<file path="config.mk">
export PLATFORM = sky130hd
export DESIGN_NAME = pipe_ctrl
export DESIGN_NICKNAME = d
export VERILOG_FILES = /design/src/rtl/pipe_ctrl_pkg.sv /design/src/rtl/pipe_ctrl.sv
export SDC_FILE = /design/constraint.sdc
export NUM_CORES = 1
export LEC_CHECK = 0
export BUFFER_PORTS_ARGS = -buffer_cell sky130_fd_sc_hd__buf_2
export CELL_PAD_IN_SITES_DETAIL_PLACEMENT = 1
export CELL_PAD_IN_SITES_GLOBAL_PLACEMENT = 1
export CORE_MARGIN = 2
export CORE_UTILIZATION = 22
export CTS_CLUSTER_SIZE = 25
export DETAILED_ROUTE_END_ITERATION = 8
export PLACE_DENSITY = 0.95
export SYNTH_ARGS = -nofsm -noshare
export SYNTH_HDL_FRONTEND = slang
export SYNTH_SLANG_ARGS = --single-unit
</file>
<file path="constraint.sdc">
create_clock -name clk -period 2.5 [get_ports clk]
set_clock_uncertainty 0.05 [all_clocks]
set_input_delay 0.5 -clock clk [delete_from_list [all_inputs] [get_ports clk]]
set_output_delay 0.5 -clock clk [all_outputs]
set_load 0.02 [all_outputs]
</file>
<file path="src/rtl/pipe_ctrl_pkg.sv">
// Shared pipeline defines: stall vector layout, stall encodings, divide FSM
// states and the zero word used by every pipeline stage.
package pipe_ctrl_pkg;

  localparam int unsigned STALL_W = 6;
  typedef logic [STALL_W-1:0] stall_t;

  // Each encoding holds the requesting stage and every stage upstream of it.
  localparam stall_t STALL_NONE = 6'b000000;
  localparam stall_t STALL_ID   = 6'b000111;
  localparam stall_t STALL_EX   = 6'b001111;
  localparam stall_t STALL_MEM  = 6'b011111;

  localparam logic [31:0] ZeroWord = 32'h0000_0000;

  typedef enum logic [1:0] {
    ST_IDLE = 2'd0,
    ST_DIV  = 2'd1,
    ST_DONE = 2'd2
  } div_state_e;

endpackage

</file>
<file path="src/rtl/pipe_ctrl.sv">
// Pipeline hazard controller: prioritised per-stage stall vector, flush/redirect,
// and a fixed-length multi-cycle divide sequencer that holds EX while busy.
module pipe_ctrl
  import pipe_ctrl_pkg::*;
#(
  parameter int unsigned DIV_CYCLES = 32
) (
  input  logic               clk,
  input  logic               rst,
  input  logic               stallreq_id,
  input  logic               stallreq_ex,
  input  logic               stallreq_mem,
  input  logic               div_start,
  input  logic               flush_req,
  input  logic [31:0]        flush_pc,
  output logic [STALL_W-1:0] stall,
  output logic               flush,
  output logic [31:0]        new_pc,
  output logic               div_busy,
  output logic               div_done
);

  localparam int unsigned CNT_W = (DIV_CYCLES > 1) ? $clog2(DIV_CYCLES) : 1;
  localparam logic [CNT_W-1:0] CNT_LOAD = CNT_W'(DIV_CYCLES - 1);

  div_state_e       state_q;
  logic [CNT_W-1:0] cnt_q;
  logic             ex_req;

  // A flush aborts any divide in progress, so it outranks every state transition.
  always_ff @(posedge clk or negedge rst) begin
    if (!rst) begin
      state_q <= ST_IDLE;
      cnt_q   <= '0;
    end else if (flush_req) begin
      state_q <= ST_IDLE;
      cnt_q   <= '0;
    end else begin
      case (state_q)
        ST_IDLE: begin
          if (div_start) begin
            state_q <= ST_DIV;
            cnt_q   <= CNT_LOAD;
          end
        end
        ST_DIV: begin
          if (cnt_q == '0) begin
            state_q <= ST_DONE;
          end else begin
            cnt_q <= cnt_q - 1'b1;
          end
        end
        ST_DONE: begin
          state_q <= ST_IDLE;
        end
        default: begin
          state_q <= ST_IDLE;
          cnt_q   <= '0;
        end
      endcase
    end
  end

  assign div_busy = (state_q == ST_DIV);
  assign div_done = (state_q == ST_DONE);
  assign ex_req   = stallreq_ex | div_busy;

  // Gated by rst so every output reads zero while reset is held.
  always_comb begin
    stall  = STALL_NONE;
    flush  = 1'b0;
    new_pc = ZeroWord;
    if (rst) begin
      if (flush_req) begin
        flush  = 1'b1;
        new_pc = flush_pc;
      end else if (stallreq_mem) begin
        stall = STALL_MEM;
      end else if (ex_req) begin
        stall = STALL_EX;
      end else if (stallreq_id) begin
        stall = STALL_ID;
      end
    end
  end

endmodule

</file>
======== Yosys cells after proc, flatten, opt, wreduce, memory -nomap -nowiden ========
Cells that the tools add are included.
word-level totals
  flip-flop bits (word level) ............. 7
  output and inout port bits .............. 41
  word-level logic and storage cells ...... 31
cells by class
  add/subtract/negate cells ............... 1
  equal/unequal tests ..................... 6
  mux-type cells .......................... 17
  bitwise operators ....................... 1
  reduce and logical (&&, ||, !) cells .... 4
operator list
  cell                                                                      count
  32-bit two-way mux                                                        2
  5-bit two-way mux                                                         6
  5-bit one-hot mux with 3 select lines                                     1
  2-bit two-way mux                                                         3
  3-bit inequality test (second input constant)                             2
  5-bit zero test                                                           1
  5-bit by 1-bit subtractor with 5-bit output (second input constant)       1
  4-bit two-way mux                                                         1
  2-bit one-hot mux with 2 select lines                                     1
  3-bit two-way mux                                                         1
  3-bit by 2-bit inequality test with 1-bit output (second input constant)  1
  3-bit AND reduction                                                       1
  2-bit by 1-bit equality test with 1-bit output (second input constant)    1
  2-bit equality test (second input constant)                               1
  2-bit zero test                                                           1
  1-bit two-way mux                                                         2
  2-bit inequality test (second input constant)                             1
  2-bit AND reduction                                                       1
  1-bit OR                                                                  1

======== Longest topological paths before layout ========
Gate-level depths: netlist of run 1.
  depth after elaboration ................. 6
  gate-level depth with buffers ........... 5

======== Least setup slack after synthesis of run 1 ========
Ideal clock, no wire load.
  path kind ............................... register -> output
  from .................................... register state_q[0]
  to ...................................... output port stall[1]
  data arrival time ....................... 1601 ps
  required time ........................... 1950 ps
  setup slack ............................. 349 ps
  stages on the path, launching flop included .. 5
  cell sequence ........................... dfrtp_1 -> nor2b_1 -> nor3_1 -> a21oi_1 -> buf_4
on the way
  word-level cells in the longest chain between the ends .. 6
RTL lines
  item                                            line             text
  from (decl)                                     pipe_ctrl.sv:26  div_state_e state_q;
  from (signal assigned)                          pipe_ctrl.sv:33  state_q <= ST_IDLE;
  from (signal assigned)                          pipe_ctrl.sv:36  state_q <= ST_IDLE;
  from (signal assigned)                          pipe_ctrl.sv:42  state_q <= ST_DIV;
  2-bit by 1-bit equality test with 1-bit output  pipe_ctrl.sv:64  assign div_busy = (state_q == ST_DIV);
  named net div_busy                              pipe_ctrl.sv:19  output logic div_busy,
  1-bit OR                                        pipe_ctrl.sv:66  assign ex_req = stallreq_ex | div_busy;
  4-bit two-way mux                               pipe_ctrl.sv:79  end else if (ex_req) begin
  5-bit two-way mux                               pipe_ctrl.sv:77  end else if (stallreq_mem) begin
  5-bit two-way mux                               pipe_ctrl.sv:74  if (flush_req) begin
  5-bit two-way mux                               pipe_ctrl.sv:73  if (rst) begin
  to (decl)                                       pipe_ctrl.sv:16  output logic [STALL_W-1:0] stall,
The timed path passes the listed nets, and every way through them passes these cells.

======== Final worst setup path of run 1 ========
  from .................................... register state_q[0]
  to ...................................... output port stall[0]
on the way
  word-level cells in the longest chain between the ends .. 6
RTL lines
  item                                            line
  2-bit by 1-bit equality test with 1-bit output  pipe_ctrl.sv:64
  1-bit OR                                        pipe_ctrl.sv:66
  4-bit two-way mux                               pipe_ctrl.sv:79
  5-bit two-way mux                               pipe_ctrl.sv:77
  5-bit two-way mux                               pipe_ctrl.sv:74
  5-bit two-way mux                               pipe_ctrl.sv:73
No other way between the ends.

==> results of run 1 <==
[layout by cell type, fill, tap and decap left out, types with 2 or more instances in the layout]
cell type | synthesis | routed
buf_2 | 0 | 78
and3_1 | 33 | 33
nor2_1 | 8 | 8
dfrtp_1 | 7 | 7
inv_1 | 6 | 6
nor2b_1 | 3 | 3
a21oi_1 | 3 | 3
clkbuf_4 | 0 | 3
nor3_1 | 2 | 2
nand2b_1 | 2 | 2
o41ai_1 | 2 | 2
a31oi_1 | 2 | 2
[per-stage QoR]
step | total power, mW | cells
after CTS | 0.473 | 213
after floorplan | 0.278 | 97
final | 0.467 | 213
after global placement | 0.349 | 209
after detailed placement | 0.357 | 209
after global routing | 0.501 | 213
[critical path, stage by stage (launching register included)]
cell	delay, ns
dfrtp_1	0.66
nor2b_1	0.22
nor3_1	0.08
a21oi_1	0.20
buf_2	0.20
[per-layer routing]
metal / vias to the layer above / routed length, um / GRT usage (%)
li1: 497 / - / -
met1: 426 / 1150 / 15.8
met2: 53 / 1310 / 26.2
met3: 5 / 289 / 1.89
met4: 0 / 52 / 7.60
met5: - / 0 / 0
[logic make-up (layout without fill, tap and decap cells)]
| kind of cell | after synthesis | in the layout | synth area share [%] |
|---|---|---|---|
| AOI/OAI and AO/OA | 14 | 14 | 15.3 |
| and+or+nand+nor | 57 | 57 | 48.2 |
| other | 1 | 1 | 0.514 |
| adders and majority gates | 1 | 1 | 1.71 |
| DFF | 7 | 7 | 24.0 |
| buffers and inverters | 17 | 89 | 10.3 |
[sequential cells by signal, indices dropped and copies added (netlist names)]
register  cells
cnt_q         5
state_q       2
[power by group through the flow]
stage / sequential (mW) / clock [mW] / combinational, mW
6_report: 0.154 / 0.113 / 0.200
5_1_grt: 0.158 / 0.121 / 0.222
4_1_cts: 0.154 / 0.116 / 0.203
3_5_place_dp: 0.155 / 0 / 0.202
3_3_place_gp: 0.154 / 0 / 0.195
2_1_floorplan: 0.145 / 0 / 0.133
[how the worst min path moves through the flow]
stage          startpoint                   end  slack [ns]  cells after the start
3_5_place_dp          rst  cnt_q[1]$_DFFE_PN0P_        0.37                      1
5_1_grt               rst  cnt_q[1]$_DFFE_PN0P_        0.09                      1
2_1_floorplan         rst  cnt_q[0]$_DFFE_PN0P_        0.15                      0
6_report              rst  cnt_q[1]$_DFFE_PN0P_        0.08                      1
3_3_place_gp          rst  cnt_q[1]$_DFFE_PN0P_        0.37                      1
4_1_cts               rst  cnt_q[1]$_DFFE_PN0P_        0.08                      1
[layout make-up]
type	count	area (sq um)
Fill cell	435	1930
Sequential cell	7	175
Inverter	6	22.5
Multi-Input combinational cell	73	479
Clock buffer	4	26.3
Tap cell	44	55.1
Timing Repair Buffer	79	410
==> impl_results.html, run 1 <==
<table>
<tr><th>Metric</th><th>Value</th></tr>
<tr><th colspan="2">Synth</th></tr>
<tr><td>Dominant cell type by area after synthesis</td><td>and3_1</td></tr>
<tr><td>Number of enable flip-flop cells after synthesis</td><td>0</td></tr>
<tr><td>Area share of the largest cell type after synthesis</td><td>28.3%</td></tr>
<tr><td>Most instantiated library cell after synthesis</td><td>and3_1</td></tr>
<tr><td>Count of state elements after synthesis</td><td>7</td></tr>
<tr><td>Mapped cell area</td><td>729 sq um</td></tr>
<tr><td>Sequential area share after synthesis</td><td>24.0%</td></tr>
<tr><td>Ys async rst share</td><td>100%</td></tr>
<tr><td>Post-Synthesis Mean Instance Area</td><td>7.52 sq um</td></tr>
<tr><td>Leading cell types by total area after synthesis</td><td>and3_1, dfrtp_1, clkbuf_1</td></tr>
<tr><td>Synthesized netlist cell count</td><td>97</td></tr>
<tr><td>Top post-synthesis cells by count</td><td>and3_1, clkbuf_1, nor2_1, dfrtp_1, inv_1</td></tr>
<tr><td>Mapped Nets</td><td>137</td></tr>
<tr><td>Number of warnings printed during yosys synthesis</td><td>0</td></tr>
<tr><td>Commonest register cell after synthesis</td><td>dfrtp_1</td></tr>
<tr><td>Count of distinct cell types in the synthesized netlist</td><td>30</td></tr>
<tr><th colspan="2">Layout</th></tr>
<tr><td>Final #Nets</td><td>210</td></tr>
<tr><td>Share of layout cells above drive strength 1</td><td>51.5%</td></tr>
<tr><td>Fin area</td><td>0.00117 sq mm</td></tr>
<tr><td>Util after Layout</td><td>37.7%</td></tr>
<tr><td>Synth-to-layout area growth</td><td>60.2%</td></tr>
<tr><td>Inserted Diodes</td><td>0</td></tr>
<tr><th colspan="2">Detailed routing</th></tr>
<tr><td>Per-cell routed wire length</td><td>13.2 um</td></tr>
<tr><td>Drc violations</td><td>0</td></tr>
<tr><td>Pre-Repair DR Iteration Count</td><td>3</td></tr>
<tr><td>Final wirelength</td><td>2810 um</td></tr>
<tr><td>Vias</td><td>981</td></tr>
<tr><td>Routed Antenna Nets</td><td>0</td></tr>
<tr><td>DRC marker count from the first detailed-route iteration</td><td>53</td></tr>
<tr><td>Detail-routed via count per cell</td><td>4.61</td></tr>
<tr><th colspan="2">STA</th></tr>
<tr><td>Slew Viols, Final</td><td>0</td></tr>
<tr><td>Top achievable clock speed</td><td>0.460 GHz</td></tr>
<tr><td>Slew Limit Headroom</td><td>65.0%</td></tr>
<tr><td>Hold Vio Cnt, Final</td><td>0</td></tr>
<tr><td>Worst Tran Pin Value</td><td>0.523 ns</td></tr>
<tr><td>Portion of the clock cycle consumed by the worst path in the final layout</td><td>86.9%</td></tr>
<tr><td>Worst Hold Margin</td><td>0.0816 ns</td></tr>
<tr><td>Crit path setup slack, layout</td><td>0.327 ns</td></tr>
<tr><td>TNS Setup</td><td>0 ns</td></tr>
<tr><td>Number of endpoints failing setup at the final stage</td><td>0</td></tr>
<tr><td>Setup repair after global routing missed its margin</td><td>no</td></tr>
<tr><td>Post-layout minimum cycle time</td><td>2.17 ns</td></tr>
<tr><th colspan="2">Worst setup path</th></tr>
<tr><td>Worst endpoint required time</td><td>1.95 ns</td></tr>
<tr><td>Max Fanout on Critical Path</td><td>16</td></tr>
<tr><td>Crit path to</td><td>stall[0]</td></tr>
<tr><td>Kind of end point of the critical path</td><td>primary output</td></tr>
<tr><td>Worst reg2reg path startpoint</td><td>cnt_q[0]$_DFFE_PN0P_</td></tr>
<tr><td>Launching element type of the critical path</td><td>flop</td></tr>
<tr><td>Capture instance of the worst register-to-register path</td><td>cnt_q[1]$_DFFE_PN0P_</td></tr>
<tr><td>Data arrival time of the worst path</td><td>1.62 ns</td></tr>
<tr><td>Type of the worst setup path</td><td>reg -&gt; out</td></tr>
<tr><td>Number of cell instances on the worst register-to-register path</td><td>5</td></tr>
<tr><td>Setup slack, reg-to-reg</td><td>0.71 ns</td></tr>
<tr><td>Worst setup startpoint</td><td>state_q[0]$_DFFE_PN0P_</td></tr>
<tr><th colspan="2">Power and ir drop</th></tr>
<tr><td>Net switching fraction of the power</td><td>40.4%</td></tr>
<tr><td>Leakage component of the power</td><td>0.765 nW</td></tr>
<tr><td>P_int</td><td>279 uW</td></tr>
<tr><td>Switching power summed over all nets</td><td>189 uW</td></tr>
<tr><td>Sequential cell fraction of total power</td><td>33.0%</td></tr>
<tr><td>Part of the power in combinational logic</td><td>42.8%</td></tr>
<tr><td>Worst-case vdd ir drop</td><td>181 uV</td></tr>
<tr><td>Power density of the placed cells</td><td>400 mW/mm^2</td></tr>
<tr><td>Clock power frac</td><td>24.2%</td></tr>
<tr><th colspan="2">Floorplanning</th></tr>
<tr><td>Die footprint</td><td>0.00379 sq mm</td></tr>
<tr><td>Initial Utilization</td><td>23.5%</td></tr>
<tr><td>Number of cell rows</td><td>20</td></tr>
<tr><td>Num ports</td><td>80</td></tr>
<tr><td>Die Ht</td><td>61.6 um</td></tr>
<tr><td>X dimension of the die</td><td>61.6 um</td></tr>
<tr><td>Core area</td><td>0.00310 sq mm</td></tr>
<tr><th colspan="2">Flow run</th></tr>
<tr><td>Maxcap violations</td><td>0</td></tr>
<tr><th colspan="2">Hold path</th></tr>
<tr><td>Worst Hold Class</td><td>in -&gt; async</td></tr>
<tr><th colspan="2">Placement</th></tr>
<tr><td>RD Place Congestion</td><td>0.822</td></tr>
<tr><td>DP HPWL</td><td>2130 um</td></tr>
<tr><td>Number of buffers added on ports</td><td>78</td></tr>
<tr><td>Setup slack after placement</td><td>0.503 ns</td></tr>
<tr><td>Cell area after placement</td><td>0.00114 sq mm</td></tr>
<tr><th colspan="2">Clock network</th></tr>
<tr><td>TritonCTS clock tree</td><td>built</td></tr>
<tr><td>Source-to-sink clock delay at the later pin of the worst-skew pair</td><td>0.27 ns</td></tr>
<tr><td>Maximum buffer depth of the clock tree</td><td>2</td></tr>
<tr><td>CTS root buf</td><td>clkbuf_4</td></tr>
<tr><td>Clock slew seen by the registers of the worst setup and hold paths</td><td>0.06 ns</td></tr>
<tr><td>Inserted Clock Buffers</td><td>3</td></tr>
<tr><td>Post-CTS setup repair buffer count</td><td>0</td></tr>
<tr><td>Number of instances resized during post-cts repair</td><td>0</td></tr>
<tr><td>Number of clock sinks</td><td>7</td></tr>
<tr><td>Number of H-tree levels</td><td>1</td></tr>
<tr><td>Post-CTS Hold Fix Bufs</td><td>0</td></tr>
<tr><th colspan="2">Outcome</th></tr>
<tr><td>Result of the run</td><td>finished clean</td></tr>
<tr><th colspan="2">Global routing</th></tr>
<tr><td>Final global-route overflow total</td><td>0</td></tr>
<tr><td>Global router's overall resource usage</td><td>14.3%</td></tr>
<tr><td>Vias in the first global route</td><td>901</td></tr>
<tr><td>Initial antenna violation count</td><td>0</td></tr>
<tr><td>Global-route wire length before repair</td><td>4050 um</td></tr>
<tr><td>Maximum number of pins on one net before global-route repair</td><td>43</td></tr>
</table>
Power figures use the tool's default switching activity.
==> inputs of run 2 (changes only) <==
--- a/config.mk
+++ b/config.mk
@@ -12,7 +12,7 @@
 export CORE_UTILIZATION = 22
 export CTS_CLUSTER_SIZE = 25
 export DETAILED_ROUTE_END_ITERATION = 8
-export PLACE_DENSITY = 0.95
+export PLACE_DENSITY_LB_ADDON = 0.1
 export SYNTH_ARGS = -nofsm -noshare
 export SYNTH_HDL_FRONTEND = slang
 export SYNTH_SLANG_ARGS = --single-unit
==> run 2 against run 1 <==
Against the previous run: register-to-register slack better by 0.03 ns; wire length grew 1.0%; core utilization increased by 0.24 points; non-clock buffer count up 1; highest routed layer unchanged; die area did not move; sequential share of layout area decreased by 0.096 points; flip-flop and latch count did not move; critical path depth did not move.
==> impl_results.html, run 2 (synthesized netlist as in run 1, its figures left out) <==
<table>
<tr><th>Metric</th><th>Value</th></tr>
<tr><th colspan="2">STA</th></tr>
<tr><td>Worst Tran Pin Value</td><td>0.523 ns (-0.000576 ns)</td></tr>
<tr><td>Top achievable clock speed</td><td>0.500 GHz (+8.8%)</td></tr>
<tr><td>Slew Viols, Final</td><td>0 (unchanged)</td></tr>
<tr><td>Setup repair after global routing missed its margin</td><td>no</td></tr>
<tr><td>Number of endpoints failing setup at the final stage</td><td>0 (unchanged)</td></tr>
<tr><td>TNS Setup</td><td>0 ns (unchanged)</td></tr>
<tr><td>Post-layout minimum cycle time</td><td>2.00 ns (-0.175 ns)</td></tr>
<tr><td>Hold Vio Cnt, Final</td><td>0 (unchanged)</td></tr>
<tr><td>Slew Limit Headroom</td><td>65.2% (+0.13 points)</td></tr>
<tr><td>Portion of the clock cycle consumed by the worst path in the final layout</td><td>79.9% (-7.0 points)</td></tr>
<tr><th colspan="2">Layout</th></tr>
<tr><td>Register with the most flip-flops</td><td>cnt_q</td></tr>
<tr><td>Storage element area</td><td>175 sq um (unchanged)</td></tr>
<tr><td>Inserted Diodes</td><td>0 (unchanged)</td></tr>
<tr><td>Top library cells by usage in the layout, fill and taps aside</td><td>buf_2, and3_1, nor2_1</td></tr>
<tr><td>Max FFs per register</td><td>5 (unchanged)</td></tr>
<tr><td>Util after Layout</td><td>37.9% (+0.24 points)</td></tr>
<tr><td>Share of layout cells above drive strength 1</td><td>51.8% (+0.29 points)</td></tr>
<tr><td>Filler cell count in the final layout</td><td>434 (-0.23%)</td></tr>
<tr><td>Biggest registers after layout</td><td>cnt_q (5), state_q (2)</td></tr>
<tr><td>Final #Nets</td><td>211 (+0.48%)</td></tr>
<tr><td>Non-filler cells in the finished layout</td><td>214 (+0.47%)</td></tr>
<tr><td>Synth-to-layout area growth</td><td>61.2%</td></tr>
<tr><td>Area of the multi-input gates</td><td>479 sq um (unchanged)</td></tr>
<tr><td>Most frequent standard cell in the layout excluding fill and tap cells</td><td>buf_2</td></tr>
<tr><th colspan="2">Clock network</th></tr>
<tr><td>CTS root buf</td><td>clkbuf_4</td></tr>
<tr><td>Number of clock sinks</td><td>7 (unchanged)</td></tr>
<tr><td>Clock slew seen by the registers of the worst setup and hold paths</td><td>0.05 ns (about the same)</td></tr>
<tr><td>Post-CTS setup repair buffer count</td><td>0 (unchanged)</td></tr>
<tr><td>Post-CTS Hold Fix Bufs</td><td>0 (unchanged)</td></tr>
<tr><td>Number of instances resized during post-cts repair</td><td>0 (unchanged)</td></tr>
<tr><td>Source-to-sink clock delay at the later pin of the worst-skew pair</td><td>0.25 ns (-0.02 ns)</td></tr>
<tr><td>Maximum buffer depth of the clock tree</td><td>2 (unchanged)</td></tr>
<tr><td>TritonCTS clock tree</td><td>built</td></tr>
<tr><td>Number of H-tree levels</td><td>1 (unchanged)</td></tr>
<tr><td>Inserted Clock Buffers</td><td>3 (unchanged)</td></tr>
<tr><th colspan="2">Placement</th></tr>
<tr><td>Number of buffers added on ports</td><td>78 (unchanged)</td></tr>
<tr><td>RD Place Congestion</td><td>0.768 (-6.5%)</td></tr>
<tr><td>DP HPWL</td><td>2310 um (+8.2%)</td></tr>
<tr><td>Dpl cells</td><td>210 (+0.48%)</td></tr>
<tr><th colspan="2">Power and ir drop</th></tr>
<tr><td>Power density of the placed cells</td><td>391 mW/mm^2 (-2.2%)</td></tr>
<tr><td>Switching power summed over all nets</td><td>180 uW (-4.8%)</td></tr>
<tr><td>Net switching fraction of the power</td><td>39.1% (-1.3 points)</td></tr>
<tr><td>Leakage component of the power</td><td>0.770 nW (+0.67%)</td></tr>
<tr><td>Part of the power in combinational logic</td><td>45.0% (+2.2 points)</td></tr>
<tr><td>Clock power frac</td><td>22.7% (-1.5 points)</td></tr>
<tr><td>P_int</td><td>280 uW (+0.64%)</td></tr>
<tr><td>Post-layout power</td><td>460 uW (-1.6%)</td></tr>
<tr><td>Sequential cell fraction of total power</td><td>32.2% (-0.8 points)</td></tr>
<tr><td>Worst-case vdd ir drop</td><td>216 uV (+19%)</td></tr>
<tr><th colspan="2">Worst setup path</th></tr>
<tr><td>Launching element type of the critical path</td><td>primary input</td></tr>
<tr><td>Type of the worst setup path</td><td>in -&gt; out</td></tr>
<tr><td>Kind of end point of the critical path</td><td>primary output</td></tr>
<tr><td>Data arrival time of the worst path</td><td>1.45 ns (-0.17 ns)</td></tr>
<tr><td>Max Fanout on Critical Path</td><td>42 (+26)</td></tr>
<tr><td>Worst endpoint required time</td><td>1.95 ns (about the same)</td></tr>
<tr><th colspan="2">Detailed routing</th></tr>
<tr><td>Pre-Repair DR Iteration Count</td><td>4 (+1)</td></tr>
<tr><td>Detail-routed via count per cell</td><td>4.73 (+2.8%)</td></tr>
<tr><td>Final wirelength</td><td>2830 um (+1.0%)</td></tr>
<tr><td>Vias</td><td>1013 (+3.3%)</td></tr>
<tr><td>Per-cell routed wire length</td><td>13.2 um (+0.53%)</td></tr>
<tr><td>Drc violations</td><td>0 (unchanged)</td></tr>
<tr><td>DRC marker count from the first detailed-route iteration</td><td>33 (-38%)</td></tr>
<tr><td>Routed Antenna Nets</td><td>0 (unchanged)</td></tr>
<tr><th colspan="2">Global routing</th></tr>
<tr><td>Maximum number of pins on one net before global-route repair</td><td>43 (unchanged)</td></tr>
<tr><td>Global router's overall resource usage</td><td>15.1% (+0.78 points)</td></tr>
<tr><td>Global-route wire length before repair</td><td>4260 um (+5.3%)</td></tr>
<tr><td>Initial antenna violation count</td><td>0 (unchanged)</td></tr>
<tr><td>Vias in the first global route</td><td>925 (+2.7%)</td></tr>
<tr><td>Final global-route overflow total</td><td>0 (unchanged)</td></tr>
<tr><th colspan="2">Floorplanning</th></tr>
<tr><td>Core area</td><td>0.00310 sq mm (unchanged)</td></tr>
<tr><td>Die Ht</td><td>61.6 um (unchanged)</td></tr>
<tr><td>Die footprint</td><td>0.00379 sq mm (unchanged)</td></tr>
<tr><td>Number of cell rows</td><td>20 (unchanged)</td></tr>
<tr><td>Num ports</td><td>80 (unchanged)</td></tr>
<tr><td>Initial Utilization</td><td>23.5% (unchanged)</td></tr>
<tr><td>X dimension of the die</td><td>61.6 um (unchanged)</td></tr>
<tr><th colspan="2">Hold path</th></tr>
<tr><td>Worst Hold Class</td><td>in -&gt; async</td></tr>
<tr><th colspan="2">Outcome</th></tr>
<tr><td>Result of the run</td><td>finished clean</td></tr>
<tr><th colspan="2">Flow run</th></tr>
<tr><td>Maxcap violations</td><td>0 (unchanged)</td></tr>
</table>
-- run 2: cell count changes in the layout (fill, tap and decap cells not counted), sizes merged --
| cell | previous run | this run |
|---|---|---|
| buf | 79 | 80 |
-- run 2: power by group through the flow --
stage / combinational (mW) / sequential [mW] / clock (mW)
2_1_floorplan: 0.133 / 0.145 / 0
3_3_place_gp: 0.205 / 0.148 / 0
3_5_place_dp: 0.209 / 0.150 / 0
4_1_cts: 0.210 / 0.148 / 0.108
5_1_grt: 0.231 / 0.151 / 0.114
6_report: 0.207 / 0.148 / 0.104
-- run 2: per-stage QoR --
step | hold WS (ns) | worst slack (ns) | cell area (sq um)
finish | 0.0701 | 0.502 | 1180
global route | 0.0761 | 0.391 | 1180
CTS | 0.0709 | 0.486 | 1180
detailed placement | 0.344 | 0.488 | 1150
global placement | 0.343 | 0.549 | 1150
floorplan | 0.154 | 0.349 | 729
-- run 2: layout make-up --
type / instances / share of cell area (%)
clock buffer: 4 / 2.23
multi-input combinational: 73 / 40.7
timing repair buffer: 80 / 35.5
tap: 44 / 4.68
inverter: 6 / 1.91
sequential: 7 / 14.9
-- run 2: critical path, stage by stage --
cell and delay (ns):
buf_2 0.28, nand2b_1 0.26, a21oi_1 0.21, buf_2 0.20
-- run 2: final timing paths --
path                                       from                      to  slack (ns)  cells past startpoint
setup / recovery                      flush_req                stall[2]        0.50                      4
hold / removal                              rst  state_q[0]$_DFFE_PN0P_        0.07                      1
setup reg to reg           cnt_q[0]$_DFFE_PN0P_    cnt_q[1]$_DFFE_PN0P_        0.74                      5
hold reg to reg            cnt_q[3]$_DFFE_PN0P_    cnt_q[3]$_DFFE_PN0P_        0.56                      1
max in group asynchronous                   rst    cnt_q[3]$_DFFE_PN0P_        1.97                      2
min in group clk           cnt_q[3]$_DFFE_PN0P_    cnt_q[3]$_DFFE_PN0P_        0.56                      1
-- run 2: per-layer routing --
layer  wire length, um  vias to the layer above  GRT usage [%]
li1                  -                      498              -
met2              1430                       44           28.6
met4                 9                        0           2.74
met5                 0                        -              0
met3               227                        2           4.20
met1              1170                      469           16.7
==> inputs of run 3 (changes only) <==
--- a/config.mk
+++ b/config.mk
@@ -5,11 +5,12 @@
 export SDC_FILE = /design/constraint.sdc
 export NUM_CORES = 1
 export LEC_CHECK = 0
+export ABC_AREA = 1
 export BUFFER_PORTS_ARGS = -buffer_cell sky130_fd_sc_hd__buf_2
 export CELL_PAD_IN_SITES_DETAIL_PLACEMENT = 1
 export CELL_PAD_IN_SITES_GLOBAL_PLACEMENT = 1
 export CORE_MARGIN = 2
-export CORE_UTILIZATION = 22
+export CORE_UTILIZATION = 20
 export CTS_CLUSTER_SIZE = 25
 export DETAILED_ROUTE_END_ITERATION = 8
 export PLACE_DENSITY_LB_ADDON = 0.1
==> constraint.sdc (replaced) <==
create_clock -name clk -period 1.9 [get_ports clk]
set_clock_uncertainty 0.05 [all_clocks]
set_input_delay 0.38 -clock clk [delete_from_list [all_inputs] [get_ports clk]]
set_output_delay 0.38 -clock clk [all_outputs]
set_load 0.02 [all_outputs]
==> run 3 against run 2 <==
Against the previous run: critical endpoint is now stall[1]; largest cell class is now non-clock buffers; core utilization decreased by 4.1 points; die area increased by 13%; synthesized cell count increased by 39%; clock-buffer cell count unchanged; final cell count increased by 21%; cell area increased by 5.1%.
==> impl_results.html, run 3 <==
<table>
<tr><th>Metric</th><th>Value</th></tr>
<tr><th colspan="2">STA</th></tr>
<tr><td>Hold Vio Cnt, Final</td><td>0 (unchanged)</td></tr>
<tr><td>Portion of the clock cycle consumed by the worst path in the final layout</td><td>91.6%</td></tr>
<tr><td>Slew Viols, Final</td><td>0 (unchanged)</td></tr>
<tr><td>Setup repair after global routing missed its margin</td><td>no</td></tr>
<tr><td>Crit path setup slack, layout</td><td>0.160 ns (-0.342 ns)</td></tr>
<tr><td>Number of endpoints failing setup at the final stage</td><td>0 (unchanged)</td></tr>
<tr><td>Post-layout minimum cycle time</td><td>1.74 ns</td></tr>
<tr><td>TNS Setup</td><td>0 ns (unchanged)</td></tr>
<tr><td>Top achievable clock speed</td><td>0.575 GHz</td></tr>
<tr><th colspan="2">Global routing</th></tr>
<tr><td>Global-route wire length before repair</td><td>3960 um (-7.1%)</td></tr>
<tr><td>Final global-route overflow total</td><td>0 (unchanged)</td></tr>
<tr><td>Initial antenna violation count</td><td>0 (unchanged)</td></tr>
<tr><td>Vias in the first global route</td><td>924 (-0.11%)</td></tr>
<tr><td>Global router's overall resource usage</td><td>11.7% (-3.4 points)</td></tr>
<tr><td>Maximum number of pins on one net before global-route repair</td><td>34 (-21%)</td></tr>
<tr><th colspan="2">Clock network</th></tr>
<tr><td>Clock slew seen by the registers of the worst setup and hold paths</td><td>0.04 ns (about the same)</td></tr>
<tr><td>Post-CTS setup repair buffer count</td><td>0 (unchanged)</td></tr>
<tr><td>Source-to-sink clock delay at the later pin of the worst-skew pair</td><td>0.23 ns (-0.02 ns)</td></tr>
<tr><td>Post-CTS Hold Fix Bufs</td><td>0 (unchanged)</td></tr>
<tr><td>Number of instances resized during post-cts repair</td><td>0 (unchanged)</td></tr>
<tr><td>CTS root buf</td><td>clkbuf_8</td></tr>
<tr><td>TritonCTS clock tree</td><td>built</td></tr>
<tr><td>Maximum buffer depth of the clock tree</td><td>2 (unchanged)</td></tr>
<tr><td>Number of H-tree levels</td><td>1 (unchanged)</td></tr>
<tr><td>Inserted Clock Buffers</td><td>3 (unchanged)</td></tr>
<tr><td>Number of clock sinks</td><td>7 (unchanged)</td></tr>
<tr><th colspan="2">Layout</th></tr>
<tr><td>Biggest registers after layout</td><td>cnt_q (5), state_q (2)</td></tr>
<tr><td>Inserted Diodes</td><td>0 (unchanged)</td></tr>
<tr><td>Synth-to-layout area growth</td><td>63.3%</td></tr>
<tr><td>Register with the most flip-flops</td><td>cnt_q</td></tr>
<tr><td>Top library cells by usage in the layout, fill and taps aside</td><td>buf_2, inv_1, nor2_1</td></tr>
<tr><td>Final #Nets</td><td>253 (+20%)</td></tr>
<tr><td>Util after Layout</td><td>33.8% (-4.1 points)</td></tr>
<tr><td>Max FFs per register</td><td>5 (unchanged)</td></tr>
<tr><td>Share of layout cells above drive strength 1</td><td>45.8% (-6.0 points)</td></tr>
<tr><td>Most frequent standard cell in the layout excluding fill and tap cells</td><td>buf_2</td></tr>
<tr><th colspan="2">Synth</th></tr>
<tr><td>Number of warnings printed during yosys synthesis</td><td>0 (unchanged)</td></tr>
<tr><td>Top post-synthesis cells by count</td><td>inv_1, nor2_1, nand2_1, dfrtp_1, buf_4</td></tr>
<tr><td>Ys async rst share</td><td>100% (unchanged)</td></tr>
<tr><td>Count of state elements after synthesis</td><td>7 (unchanged)</td></tr>
<tr><td>Count of distinct cell types in the synthesized netlist</td><td>22 (-27%)</td></tr>
<tr><td>Area share of the largest cell type after synthesis</td><td>23.1% (-5.2 points)</td></tr>
<tr><td>Post-Synthesis Mean Instance Area</td><td>5.61 sq um (-25%)</td></tr>
<tr><td>Mapped Nets</td><td>175 (+28%)</td></tr>
<tr><td>Synthesized netlist cell count</td><td>135 (+39%)</td></tr>
<tr><td>Number of enable flip-flop cells after synthesis</td><td>0 (unchanged)</td></tr>
<tr><td>Most instantiated library cell after synthesis</td><td>inv_1</td></tr>
<tr><td>Sequential area share after synthesis</td><td>23.1% (-0.87 points)</td></tr>
<tr><td>Dominant cell type by area after synthesis</td><td>dfrtp_1</td></tr>
<tr><td>Leading cell types by total area after synthesis</td><td>dfrtp_1, inv_1, nor2_1</td></tr>
<tr><td>Mapped cell area</td><td>757 sq um (+3.8%)</td></tr>
<tr><td>Commonest register cell after synthesis</td><td>dfrtp_1</td></tr>
<tr><th colspan="2">Worst setup path</th></tr>
<tr><td>Launching element type of the critical path</td><td>flop</td></tr>
<tr><td>Largest stage delay on the critical path</td><td>0.44 ns (+0.16 ns)</td></tr>
<tr><td>Data arrival time of the worst path</td><td>1.31 ns (-0.14 ns)</td></tr>
<tr><td>Max Fanout on Critical Path</td><td>8 (-81%)</td></tr>
<tr><td>Kind of end point of the critical path</td><td>primary output</td></tr>
<tr><td>Type of the worst setup path</td><td>reg -&gt; out</td></tr>
<tr><td>Worst endpoint required time</td><td>1.47 ns (-0.48 ns)</td></tr>
<tr><td>Cell at the slowest stage of the critical path</td><td>dfrtp_2</td></tr>
<tr><td>Cells along the critical path</td><td>inv_2 -&gt; nor2_2 -&gt; nor3_2 -&gt; a21oi_1 -&gt; buf_2</td></tr>
<tr><th colspan="2">Placement</th></tr>
<tr><td>Number of buffers added on ports</td><td>78 (unchanged)</td></tr>
<tr><td>DP HPWL</td><td>2270 um (-1.7%)</td></tr>
<tr><td>Setup slack after placement</td><td>0.303 ns (-0.185 ns)</td></tr>
<tr><td>RD Place Congestion</td><td>0.735 (-4.3%)</td></tr>
<tr><th colspan="2">Flow run</th></tr>
<tr><td>Maxcap violations</td><td>0 (unchanged)</td></tr>
<tr><th colspan="2">Power and ir drop</th></tr>
<tr><td>Power density of the placed cells</td><td>756 mW/mm^2 (+93%)</td></tr>
<tr><td>P_int</td><td>527 uW (+88%)</td></tr>
<tr><td>Clock power frac</td><td>22.2% (-0.5 points)</td></tr>
<tr><td>Part of the power in combinational logic</td><td>49.8% (+4.8 points)</td></tr>
<tr><td>Leakage component of the power</td><td>0.879 nW (+14%)</td></tr>
<tr><td>Sequential cell fraction of total power</td><td>27.9% (-4.3 points)</td></tr>
<tr><td>Net switching fraction of the power</td><td>43.7% (+4.6 points)</td></tr>
<tr><td>Worst-case vdd ir drop</td><td>455 uV (+110%)</td></tr>
<tr><td>Switching power summed over all nets</td><td>408 uW (+130%)</td></tr>
<tr><th colspan="2">Floorplanning</th></tr>
<tr><td>X dimension of the die</td><td>65.5 um (+6.4%)</td></tr>
<tr><td>Initial Utilization</td><td>20.7% (-2.8 points)</td></tr>
<tr><td>Die footprint</td><td>0.00429 sq mm (+13%)</td></tr>
<tr><td>Core area</td><td>0.00366 sq mm (+18%)</td></tr>
<tr><td>Die Ht</td><td>65.5 um (+6.4%)</td></tr>
<tr><td>Num ports</td><td>80 (unchanged)</td></tr>
<tr><td>Number of cell rows</td><td>22 (+10%)</td></tr>
<tr><th colspan="2">Detailed routing</th></tr>
<tr><td>DRC marker count from the first detailed-route iteration</td><td>17 (-48%)</td></tr>
<tr><td>Per-cell routed wire length</td><td>9.92 um (-25%)</td></tr>
<tr><td>Detail-routed via count per cell</td><td>3.86 (-19%)</td></tr>
<tr><td>Final wirelength</td><td>2580 um (-9.0%)</td></tr>
<tr><td>Pre-Repair DR Iteration Count</td><td>2 (-2)</td></tr>
<tr><td>Vias</td><td>1003 (-0.99%)</td></tr>
<tr><td>Drc violations</td><td>0 (unchanged)</td></tr>
<tr><td>Routed Antenna Nets</td><td>0 (unchanged)</td></tr>
<tr><th colspan="2">Outcome</th></tr>
<tr><td>Result of the run</td><td>finished clean</td></tr>
<tr><th colspan="2">Hold path</th></tr>
<tr><td>Worst Hold Class</td><td>in -&gt; async</td></tr>
</table>
-- run 3: critical path: cells and delay by family (launching register included) --
kind / cells / cell delay (ns)
flip-flops: 1 / 0.44
buffers and inverters: 2 / 0.28
AO/OA/AOI/OAI: 1 / 0.19
AND/OR/NAND/NOR: 2 / 0.17
-- run 3: power groups by stage --
stage | clock network (mW) | logic [mW] | registers (mW)
finish | 0.208 | 0.466 | 0.261
global route | 0.222 | 0.522 | 0.273
CTS | 0.218 | 0.476 | 0.260
detailed placement | 0 | 0.474 | 0.261
global placement | 0 | 0.455 | 0.259
floorplan | 0 | 0.353 | 0.237
-- run 3: area by class of cell --
cell class	count	area (sq um)
clock buffer	4	45.0
tap	48	60.1
timing repair buffer	80	418
sequential	7	176
inverter	42	158
multi-input combinational	79	379
fill	508	2420
-- run 3: cells by family after synthesis --
| group | Yosys count | share of synthesized area (%) |
|---|---|---|
| buf+inv | 49 | 26.8 |
| xor+xnor | 1 | 1.16 |
| fa+ha+maj | 1 | 1.65 |
| simple gates | 74 | 44.0 |
| other cells | 1 | 0.495 |
| compound gates | 2 | 2.81 |
| flops | 7 | 23.1 |
-- run 3: metal layers --
| metal | vias up | track usage, % | share of wire, % |
|---|---|---|---|
| met5 | - | 0 | 0 |
| met4 | 0 | 6.25 | 1.9 |
| met3 | 5 | 2.23 | 11 |
| met2 | 53 | 20.9 | 46 |
| met1 | 422 | 12.9 | 41 |
| li1 | 523 | - | - |
-- run 3: path summary, 6_finish.rpt --
| path | from | endpoint | slack (ns) | depth (start not counted) |
|---|---|---|---|---|
| worst max-delay path | state_q[0]$_DFFE_PN0P_ | stall[1] | 0.16 | 5 |
| worst min-delay path | rst | cnt_q[0]$_DFFE_PN0P_ | 0.05 | 2 |
| worst max register to register | cnt_q[0]$_DFFE_PN0P_ | cnt_q[4]$_DFFE_PN0P_ | 0.54 | 7 |
| worst min register to register | cnt_q[0]$_DFFE_PN0P_ | cnt_q[0]$_DFFE_PN0P_ | 0.45 | 2 |
| max in group asynchronous | rst | state_q[0]$_DFFE_PN0P_ | 1.62 | 2 |
| min in group clk | div_start | state_q[0]$_DFFE_PN0P_ | 0.45 | 3 |
-- run 3: per-stage QoR --
stage               instances  total power, mW  instance area, sq um  hold WS, ns
CTS                       260            0.954                  1230       0.0563
finish                    260            0.935                  1240       0.0475
detailed placement        256            0.735                  1190        0.302
global route              260             1.02                  1240       0.0650
floorplan                 135            0.591                   757       0.0344
global placement          256            0.714                  1190        0.301
